<file path="config.mk">
export PLATFORM = sky130hd
export DESIGN_NAME = fetch_unit_flat
export DESIGN_NICKNAME = d
export VERILOG_FILES = /design/src/rtl/fetch_unit_pkg.sv /design/src/rtl/fetch_unit_if.sv /design/src/rtl/fetch_queue.sv /design/src/rtl/fetch_unit.sv /design/src/flat_wrapper.sv
export SDC_FILE = /design/constraint.sdc
export NUM_CORES = 1
export LEC_CHECK = 0
export ABC_AREA = 1
export BUFFER_PORTS_ARGS = -buffer_cell sky130_fd_sc_hd__buf_4
export CORE_ASPECT_RATIO = 0.9
export CORE_MARGIN = 3
export CORE_UTILIZATION = 53
export CTS_CLUSTER_DIAMETER = 50
export CTS_CLUSTER_SIZE = 28
export DETAILED_ROUTE_END_ITERATION = 16
export MAX_ROUTING_LAYER = met4
export PLACE_DENSITY = 0.8
export SLEW_MARGIN = 40
export SYNTH_ARGS = -nofsm -noshare
export SYNTH_HDL_FRONTEND = slang
export SYNTH_SLANG_ARGS = --single-unit
</file>
<file path="constraint.sdc">
create_clock -name clk -period 6.95 [get_ports clk]
set_input_delay 0.3475 -clock clk [delete_from_list [all_inputs] [get_ports clk]]
set_output_delay 0.3475 -clock clk [all_outputs]
set_load 0.01 [all_outputs]
</file>
<file path="src/rtl/fetch_unit_pkg.sv">
// fetch_unit_pkg: shared reset vector and instruction queue entry type for the fetch stage
package fetch_unit_pkg;
   localparam logic [31:0] RESET_VECTOR = 32'h0000_0000;
   typedef struct packed {
      logic [31:0] instr;
      logic [31:0] pc;
   } fetch_entry_t;
endpackage

</file>
<file path="src/rtl/fetch_unit_if.sv">
// fetch_unit_if: branch redirect, instruction memory and decode handshake signals of the fetch stage
interface fetch_unit_if;
   logic        jump_in;
   logic [31:0] jump_target;
   logic [31:0] instruction_address;
   logic        mem_req;
   logic [31:0] instruction_in;
   logic [31:0] instruction_out;
   logic [31:0] NPC_out;
   logic        valid_out;
   logic        ready_in;
   modport master (
      input  jump_in, jump_target, instruction_in, ready_in,
      output instruction_address, mem_req, instruction_out, NPC_out, valid_out
   );
   modport slave (
      output jump_in, jump_target, instruction_in, ready_in,
      input  instruction_address, mem_req, instruction_out, NPC_out, valid_out
   );
endinterface

</file>
<file path="src/rtl/fetch_queue.sv">
// fetch_queue: synchronous FIFO of fetched {instr, pc} entries with flush and occupancy count
module fetch_queue
   import fetch_unit_pkg::*;
#(
   parameter int QDEPTH = 4
) (
   input  logic                       clk,
   input  logic                       reset,
   input  logic                       push_i,
   input  logic                       pop_i,
   input  logic                       flush_i,
   input  fetch_entry_t               din_i,
   output fetch_entry_t               head_o,
   output logic [$clog2(QDEPTH):0]    count_o
);
   localparam int AW = $clog2(QDEPTH);
   fetch_entry_t    mem_q [QDEPTH];
   logic [AW-1:0]   wr_q, rd_q;
   logic [AW:0]     cnt_q;
   // pointers and occupancy; a flush empties the queue regardless of push/pop
   always_ff @(posedge clk or negedge reset) begin
      if (!reset) begin
         wr_q  <= '0;
         rd_q  <= '0;
         cnt_q <= '0;
      end else if (flush_i) begin
         wr_q  <= '0;
         rd_q  <= '0;
         cnt_q <= '0;
      end else begin
         if (push_i) wr_q <= wr_q + AW'(1);
         if (pop_i) rd_q <= rd_q + AW'(1);
         cnt_q <= cnt_q + (AW+1)'(push_i) - (AW+1)'(pop_i);
      end
   end
   // entry storage; unreset because the count gates what is visible
   always_ff @(posedge clk) begin
      if (push_i && !flush_i) mem_q[wr_q] <= din_i;
   end
   assign head_o  = (cnt_q != '0) ? mem_q[rd_q] : '0;
   assign count_o = cnt_q;
endmodule

</file>
<file path="src/rtl/fetch_unit.sv">
// fetch_unit: PC owner issuing credit-limited instruction reads, queueing returns and redirecting on jumps
module fetch_unit
   import fetch_unit_pkg::*;
#(
   parameter int          QDEPTH   = 4,
   parameter int          MEM_LAT  = 1,
   parameter logic [31:0] RESET_PC = RESET_VECTOR
) (
   input  logic         clk,
   input  logic         reset,
   fetch_unit_if.master bus
);
   localparam int CW = $clog2(QDEPTH) + 1;
   logic [31:0]                pc_q, pc_d;
   logic [MEM_LAT-1:0]         trk_v_q, trk_v_d;
   logic [MEM_LAT-1:0][31:0]   trk_pc_q, trk_pc_d;
   logic [CW-1:0]              count;
   logic [31:0]                inflight;
   logic                       issue, ret, pop;
   fetch_entry_t               din, head;
   assign inflight = 32'($countones(trk_v_q));
   assign issue    = reset && !bus.jump_in && ((32'(count) + inflight) < 32'(QDEPTH));
   assign ret      = trk_v_q[MEM_LAT-1] && !bus.jump_in;
   assign pop      = bus.valid_out && bus.ready_in;
   assign din      = {bus.instruction_in, trk_pc_q[MEM_LAT-1]};
   // next PC and tracker shift; a redirect overrides issue and kills every tracked read
   always_comb begin
      pc_d     = bus.jump_in ? {bus.jump_target[31:2], 2'b00} : issue ? pc_q + 32'd4 : pc_q;
      trk_v_d  = bus.jump_in ? '0 : MEM_LAT'({trk_v_q, issue});
      trk_pc_d = (MEM_LAT*32)'({trk_pc_q, pc_q});
   end
   // PC and in-flight tracker registers
   always_ff @(posedge clk or negedge reset) begin
      if (!reset) begin
         pc_q     <= RESET_PC;
         trk_v_q  <= '0;
         trk_pc_q <= '0;
      end else begin
         pc_q     <= pc_d;
         trk_v_q  <= trk_v_d;
         trk_pc_q <= trk_pc_d;
      end
   end
   fetch_queue #(.QDEPTH(QDEPTH)) u_queue (
      .clk     (clk),
      .reset   (reset),
      .push_i  (ret),
      .pop_i   (pop),
      .flush_i (bus.jump_in),
      .din_i   (din),
      .head_o  (head),
      .count_o (count)
   );
   assign bus.instruction_address = pc_q;
   assign bus.mem_req             = issue;
   assign bus.valid_out           = (count != '0) && !bus.jump_in;
   assign bus.instruction_out     = head.instr;
   assign bus.NPC_out             = head.pc;
endmodule
</file>
<file path="src/flat_wrapper.sv">
// flat-port wrapper written by rule: the top's interface ports become plain ports
module fetch_unit_flat import fetch_unit_pkg::*;
#(
   parameter int          QDEPTH   = 4,
   parameter int          MEM_LAT  = 1,
   parameter logic [31:0] RESET_PC = RESET_VECTOR
)
  (clk, reset, bus_jump_in, bus_jump_target, bus_instruction_in, bus_ready_in, bus_instruction_address, bus_mem_req, bus_instruction_out, bus_NPC_out, bus_valid_out);
  fetch_unit_if bus_i ();
  input  logic clk;
  input  logic reset;
  input wire logic [$bits(bus_i.jump_in)-1:0] bus_jump_in;
  input wire logic [$bits(bus_i.jump_target)-1:0] bus_jump_target;
  input wire logic [$bits(bus_i.instruction_in)-1:0] bus_instruction_in;
  input wire logic [$bits(bus_i.ready_in)-1:0] bus_ready_in;
  output wire logic [$bits(bus_i.instruction_address)-1:0] bus_instruction_address;
  output wire logic [$bits(bus_i.mem_req)-1:0] bus_mem_req;
  output wire logic [$bits(bus_i.instruction_out)-1:0] bus_instruction_out;
  output wire logic [$bits(bus_i.NPC_out)-1:0] bus_NPC_out;
  output wire logic [$bits(bus_i.valid_out)-1:0] bus_valid_out;
  assign bus_i.jump_in = bus_jump_in;
  assign bus_i.jump_target = bus_jump_target;
  assign bus_i.instruction_in = bus_instruction_in;
  assign bus_i.ready_in = bus_ready_in;
  assign bus_instruction_address = bus_i.instruction_address;
  assign bus_mem_req = bus_i.mem_req;
  assign bus_instruction_out = bus_i.instruction_out;
  assign bus_NPC_out = bus_i.NPC_out;
  assign bus_valid_out = bus_i.valid_out;
  fetch_unit #(.QDEPTH(QDEPTH), .MEM_LAT(MEM_LAT), .RESET_PC(RESET_PC)) u_core (.clk(clk), .reset(reset), .bus(bus_i));
endmodule
</file>
Yosys cells after proc, flatten, opt, wreduce, memory -nomap -nowiden
Memories as Yosys holds them, arrays and structs flattened.
Index checks and enable logic that the tools add are counted.

storage, ports and cells
  flip-flop bits (word level) = 72
  RAM bits = 256
  output and inout bits = 98
  word-level logic and storage cells = 36
  memories = 1

operators by class
  $add $sub $neg = 6
  $lt $le $gt $ge = 1
  muxes and demuxes = 11
  reduce and logical (&&, ||, !) cells = 11

memories
  name                  words  width  rd ports  clocked after Yosys merged registers in  wr ports  line               text
  u_core.u_queue.mem_q  4      64     1         0                                        1         fetch_queue.sv:17  fetch_entry_t mem_q [QDEPTH];

operators by type and width
  cell                     count
  $mux W32                 2
  $mux W64                 1
  $add A32 B3 Y32 const B  1
  $lt A32 B3 Y1 const B    1
  $mux W2                  4
  $logic_and A1 B1 Y1      6
  $reduce_bool A2 Y1       3
  $add A2 B1 Y2 const B    2
  $add A3 B1 Y4            1
  $add A3 B1 Y3            1
  $mux W1                  3
  $mux W3                  1
  $reduce_bool A3 Y1       1
  $sub A3 B1 Y3            1
  $logic_not A1 Y1         1

Longest topological paths before layout
Gate-level depths: netlist of run 1.

  depth in word-level cells = 5
  depth in mapped cells = 13
  gate-level depth less buffers = 13

Cells and area by module
Synthesis of run 1 repeated with hierarchy kept, for this count alone.

unflattened totals
  cell total of the unflattened synthesis = 1457
  area, all modules = 14470.1 um2

modules (own cells, without submodules)
  module       times used  cells each  area each (um2)  sequential area each (um2)
  fetch_queue  1           1063        11329.6          7862.5
  fetch_unit   1           394         3140.5           1526.5

Worst setup path before layout of run 1
OpenSTA, ideal clock, no wires.

  kind = register -> register
  from = reg u_core.u_queue.wr_q[0]
  to = mem u_core.u_queue.mem_q[2][10] (netlist name), enable pin
  arrival time = 3234 ps
  data required time = 6468 ps
  setup slack = 3234 ps
  cell stages (with the launch flop) = 5
  path buffers = 0
  cells stage by stage = dfrtp_1 > inv_1 > ha_1 > inv_1 > nor2_1

RTL lines
  item                      line               text
  start: declaration        fetch_queue.sv:18  logic [AW-1:0] wr_q, rd_q;
  start signal: assignment  fetch_queue.sv:31  if (push_i) wr_q <= wr_q + AW'(1);
  end: declaration          fetch_queue.sv:17

Straight into the memory's write port.

Final worst setup path of run 1
  from = reg u_core.u_queue.rd_q[0]
  to = out bus_instruction_out[16]

between the ends
  cells in the longest elaborated chain, start to end = 2

RTL lines
  item                      line                text
  start: declaration        fetch_queue.sv:18
  start signal: assignment  fetch_queue.sv:32   if (pop_i) rd_q <= rd_q + AW'(1);
  $mem_v2 Z4 W64            -
  $mux W64                  fetch_queue.sv:40   assign head_o = (cnt_q != '0) ? mem_q[rd_q] : '0;
  end: declaration          flat_wrapper.sv:18  output wire logic [$bits(bus_i.instruction_out)-1:0] bus_instruction_out;

No other way between the ends.

==> results of run 1 <==
[worst max-delay path, delay by kind of cell, from the launching register on]
family	cells	cell delay [ps]
flip-flops	1	640
buffers and inverters	3	1400
AO/OA/AOI/OAI	2	500
[power groups by stage]
stage          combinational (uW)  sequential, uW  clock [uW]
2_1_floorplan                 856            2330           0
3_3_place_gp                 1470            2380           0
3_5_place_dp                 1500            2380           0
4_1_cts                      1520            2340        1680
5_1_grt                      1660            2370        1760
6_report                     1510            2350        1660
[per-stage QoR]
| step | hold WS, ps | cells | utilization | total power (uW) |
|---|---|---|---|---|
| after floorplan | 51.9 | 1196 | - | 3190 |
| after global placement | 458 | 1606 | 0.607 | 3850 |
| after detailed placement | 275 | 1608 | 0.610 | 3880 |
| after CTS | 3.17 | 1695 | 0.667 | 5540 |
| after global routing | 26.4 | 1695 | 0.667 | 5790 |
| final | 17.8 | 1695 | 0.667 | 5520 |
[flip-flops by register name (all words and copies together), names as in the netlist]
register and cells:
u_core.trk_v_q 1, u_core.u_queue.mem_q 248, u_core.trk_pc_q 30, u_core.bus.instruction_address 30, u_core.u_queue.count_o 3, u_core.u_queue.wr_q 2, u_core.u_queue.rd_q 2
[layer usage]
metal	track usage	vias to the layer above	share of wire	wire, um
met4	0.0632	0	0.023	671
met2	0.353	405	0.48	13900
met3	0.0274	54	0.070	2060
met1	0.299	4377	0.43	12600
li1	-	4395	-	-
met5	-	-	0	0
[what timing repair did]
item	4_1_cts	5_1_grt
gates resized for setup	0	0
endpoints found under the setup margin	0	0
hold endpoints to repair	151	0
hold buffers	33	0
[kinds of logic (layout without fill, tap and decap cells)]
group,after synthesis,in the layout,share of synthesized area
muxes,1,1,0.000766
buffers and inverters,116,313,0.0395
adders and majority gates,9,9,0.00919
and+or+nand+nor,545,545,0.169
other,1,4,0.000287
DFF,316,316,0.700
xor gates and xnor gates,6,6,0.00402
AOI/OAI and AO/OA,199,199,0.0778
[worst max path at each step]
stage / start / end / cells past startpoint
3_3_place_gp: bus_jump_in / u_core.u_queue.mem_q[3][27] / 5
6_report: u_core.u_queue.rd_q[0] / bus_instruction_out[16] / 5
2_1_floorplan: u_core.u_queue.wr_q[0] / u_core.u_queue.mem_q[2][10] / 4
4_1_cts: u_core.u_queue.rd_q[0] / bus_instruction_out[16] / 5
5_1_grt: u_core.u_queue.rd_q[0] / bus_instruction_out[16] / 5
3_5_place_dp: bus_jump_in / u_core.u_queue.mem_q[0][8] / 5
[layout by cell type, fill, tap and decap left out, drive strengths merged, types with 3 or more instances in the layout]
| cell type | synthesis | routed |
|---|---|---|
| o21ai | 128 | 128 |
| conb | 1 | 4 |
| nand3 | 72 | 72 |
| ha | 8 | 8 |
| clkbuf | 27 | 29 |
| dfrtp | 68 | 68 |
| edfxtp | 248 | 248 |
| nand4 | 3 | 3 |
| o21bai | 7 | 7 |
| clkinv | 0 | 8 |
| nor2 | 299 | 299 |
| inv | 56 | 70 |
| a21oi | 64 | 64 |
| nand2 | 169 | 169 |
| xnor2 | 4 | 4 |
| buf | 33 | 170 |
| dlygate4sd3 | 0 | 33 |
[final cells by class]
cell class	instances	area share
Sequential cell	316	0.577
Timing Repair Buffer	203	0.104
Inverter	56	0.0132
Clock inverter	25	0.0192
Clock buffer	29	0.0457
Tap cell	302	0.0238
Multi-Input combinational cell	764	0.217
==> impl_metrics.ini, run 1 <==
[status]
status = finished clean

[setup_path]
r2r_start = u_core.u_queue.count_o[1]
reg2regPathDepth = 14
path_class = reg -> out
worstPathCellList = inv_2 > buf_4 > o21ai_0 > a21oi_1 > buf_4
regToRegEndpoint = u_core.u_queue.count_o[2]
start_kind = flop
path_common_cell = buf_4
critPathRequiredTime_ps = 6600
reg2reg_slack_ps = 4060
crit_arrival_ps = 3150
end_kind = primary output
cp_slowest_cell = buf_4
cpPeakStageDelay_ps = 700
worst-path-max-fanout = 82

[timing]
fmax_mhz = 286
tns_ps = 0
setup_viol = 0
hold_violations = 0
slew_violations = 0
timing.slew.headroom = 0.456
rsz0062_at_grt = false
post-route-period-util = 0.504
setup_slack_ps = 3450
fin_skew_ps = 7.50
post-route-min-period_ps = 3500
worst_pin_slew_ps = 815

[placed_design]
placed_area_um2 = 14500
pre_cts_ws_ps = 3990
dpl.hpwl_um = 16700
gp_congestion = 0.808
port_buffers = 159

[pwr]
power.share.clock = 0.300
comb_power_share = 0.274
p_leak_uw = 0.00623
switchingPower_uw = 1870
p_per_area_nw_per_um2 = 348
ir_drop_uv = 362
swShare = 0.339
seqPwrFrac = 0.425
internal_power_uw = 3650

[logic_synthesis]
synth.most_common_cell = nor2_1
synth_common_cells = nor2_1 (292), edfxtp_1 (248), nand2_1 (166)
yosys-top-cells-area = edfxtp_1 (57%), dfrtp_1 (13%), nor2_1 (8.4%)
ys_ff_latch = 316
ys.warnings.count = 0
netlist_area_um2 = 13100
synth_edf_count = 248
synth_top_flop_cell = edfxtp_1
yosys.area.top_type = edfxtp_1
ys_async_sr_fraction = 0.215
ys_seq_area_frac = 0.700
netlist_instances = 1193
yosysTopAreaCellShare = 0.570
yosysUniqueCellTypes = 29
postSynthAreaPerCell_um2 = 11.0

[clock_network]
cts.path.max_buffers = 3
cts_setup_buffers = 0
cts_max_level = 1
clk_pin_slew_ps = 80
cts_tree = done
clock-root-buffer = clkbuf_16
cts_sinks = 316
cts_buffers = 29
clock_latency_ps = 540

[die]
io_pins = 166
rows = 53
die_h_um = 155
dieArea_um2 = 26600
core_area_um2 = 23800
start_util = 0.549
die-width_um = 172

[min_path]
min_to = u_core.bus.instruction_address[17]
hold_depth = 3
worstHoldPathType = in -> reg
worstHoldStart = bus_jump_target[17]

[grt]
grt_pass1_wl_um = 45300
grt_usage = 0.220
overflow = 0
grt_pass1_vias = 8966
grt_max_degree = 100
antenna_found_initial = 0

[route]
drc = 0
vias = 9231
via_per_inst = 5.45
routed_wl_um = 29300
ant_nets = 0
drt_iter0_drc = 979
drtPass1Iterations = 7
wl_per_cell_um = 17.3

[cells_and_area]
seqCellArea_um2 = 9150
finalNetCount = 1447
syn2layout_area_growth_pct = 21.4
multi_input_area_um2 = 3450
fillers = 1720
fin_area_um2 = 15900
n_antenna_cell = 0
drive_above_1_share = 0.177

[flow_run]
cap_viol_max_count = 0
Power figures use the tool's default switching activity.
==> run 2, diff against run 1 <==
==> constraint.sdc (replaced) <==
create_clock -name clk -period 3.55 [get_ports clk]
set_input_delay 0.1775 -clock clk [delete_from_list [all_inputs] [get_ports clk]]
set_output_delay 0.1775 -clock clk [all_outputs]
set_load 0.01 [all_outputs]
==> run 2 against run 1 <==
Compared with the run above: sequential share of layout area down 1.4 points; final area up 2.6%; flip-flop and latch count unchanged; largest power group unchanged.
==> impl_metrics.ini, run 2 (synthesis gave the netlist of run 1 again) <==
[status]
status = finished clean

[cells_and_area]
finalNetCount = 1482
syn2layout_area_growth_pct = 24.5
final_common_cell = nor2_1
fin_area_um2 = 16300
final_cell_mix = nor2_1 (288), edfxtp_1 (248), buf_4 (167)
drive_above_1_share = 0.174
top_register = u_core.u_queue.mem_q
final_cells = 1730
largest_register_ffs = 248

[pwr]
internal_power_uw = 7300
p_per_area_nw_per_um2 = 672
power.share.clock = 0.301
switchingPower_uw = 3640
swShare = 0.333
comb_power_share = 0.278
ir_drop_uv = 679
p_leak_uw = 0.00641
seqPwrFrac = 0.421

[timing]
setup_slack_ps = 765
hold_violations = 0
timing.slew.headroom = 0.449
fmax_mhz = 359
worst_pin_slew_ps = 827
slew_violations = 0
hold_ws_ps = 119
fin_skew_ps = 17.6
setup_viol = 0
post-route-min-period_ps = 2790
post-route-period-util = 0.785
rsz0062_at_grt = false

[clock_network]
cts_max_level = 1
cts.path.max_buffers = 3
clk_pin_slew_ps = 70
clock-root-buffer = clkbuf_16
cts_buffers = 28
clock_latency_ps = 540
cts_sinks = 316
cts_resized = 0
cts_tree = done

[route]
routed_wl_um = 30100
ant_nets = 0
drt_iter0_drc = 743
via_per_inst = 5.42
wl_per_cell_um = 17.4
drc = 0
drtPass1Iterations = 7
vias = 9373

[die]
io_pins = 166
rows = 53
die_h_um = 155
start_util = 0.549
dieArea_um2 = 26600
core_area_um2 = 23800
die-width_um = 172

[flow_run]
cap_viol_max_count = 0

[grt]
grt_pass1_wl_um = 46700
antenna_found_initial = 1
grt_use_met3 = 0.0325
busiest_layer = met2
grt_max_degree = 110
overflow = 0
grt_pass1_vias = 9209
grt_util_met2 = 0.364
grt_usage = 0.227
grt.met1_usage = 0.304

[setup_path]
worst-path-max-fanout = 109
crit_family = buffers and inverters
end_kind = primary output
cpPeakStageDelay_ps = 660
crit_end = bus_NPC_out[15]
crit_arrival_ps = 2610
reg2reg_slack_ps = 1350
startpoint = u_core.u_queue.rd_q[0]
cp.depth = 5
r2r_start = u_core.u_queue.count_o[1]
critPathRequiredTime_ps = 3370
cp_slowest_cell = dfrtp_4
reg2regPathDepth = 13
worstPathCellList = inv_2 > buf_12 > o21ai_0 > a21oi_1 > buf_4
path_class = reg -> out
start_kind = flop
regToRegEndpoint = u_core.u_queue.count_o[2]
worst-path-buf-inv = 3

[placed_design]
placedCellCount = 1612
dpl.hpwl_um = 17100
gp_congestion = 0.836
pre_cts_ws_ps = 1270
port_buffers = 159
placed_area_um2 = 14600

[min_path]
worstHoldPathType = in -> reg
## run 2: worst min path at each step
stage | from | endpoint | slack (ps) | cells after the start
after floorplan | reset | u_core.bus.instruction_address[10] | -120 | 0
after CTS | bus_jump_in | u_core.u_queue.wr_q[1] | 80 | 4
after detailed placement | bus_instruction_in[0] | u_core.u_queue.mem_q[1][32] | 380 | 1
after global routing | bus_jump_in | u_core.u_queue.wr_q[1] | 100 | 4
after global placement | bus_instruction_in[7] | u_core.u_queue.mem_q[1][39] | 380 | 1
final | bus_jump_in | u_core.u_queue.wr_q[1] | 120 | 4
## run 2: per-stage QoR
| step | TNS, ps | util | power (uW) |
|---|---|---|---|
| 2_1_floorplan | -35490 | - | 6240 |
| 3_3_place_gp | 0 | 0.612 | 7560 |
| 3_5_place_dp | 0 | 0.612 | 7640 |
| 4_1_cts | 0 | 0.684 | 11000 |
| 5_1_grt | 0 | 0.684 | 11500 |
| 6_report | 0 | 0.684 | 10900 |
## run 2: layout make-up
class                           instances  area (um^2)
Clock buffer                           31          764
Sequential cell                       316         9150
Timing Repair Buffer                  239         2040
Clock inverter                         21          284
Inverter                               56          210
Fill cell                            1603         7530
Tap cell                              302          378
Antenna cell                            1         2.50
Multi-Input combinational cell        764         3450
## run 2: power by group through the flow
| stage | logic, uW | clock network [uW] | registers, uW |
|---|---|---|---|
| after floorplan | 1680 | 0 | 4570 |
| after global placement | 2910 | 0 | 4660 |
| after detailed placement | 2970 | 0 | 4670 |
| after CTS | 3050 | 3340 | 4600 |
| after global routing | 3330 | 3500 | 4640 |
| final | 3040 | 3290 | 4600 |
## run 2: per-layer routing
| metal | part of all wire | routed length [um] | vias to the layer above |
|---|---|---|---|
| met2 | 0.49 | 14600 | 431 |
| met4 | 0.026 | 794 | 0 |
| met1 | 0.41 | 12500 | 4402 |
| met3 | 0.073 | 2200 | 60 |
| li1 | - | - | 4480 |
| met5 | 0 | 0 | - |
## run 2: what timing repair did
action / in CTS / in global routing
hold buffers: 65 / 0
buffers inserted: 0 / 0
hold endpoints to repair: 227 / 0
## run 2: worst min-delay path, delay by kind of cell
family / cells / cell delay (ps)
buffers and inverters: 2 / 270
AND/OR/NAND/NOR: 2 / 160
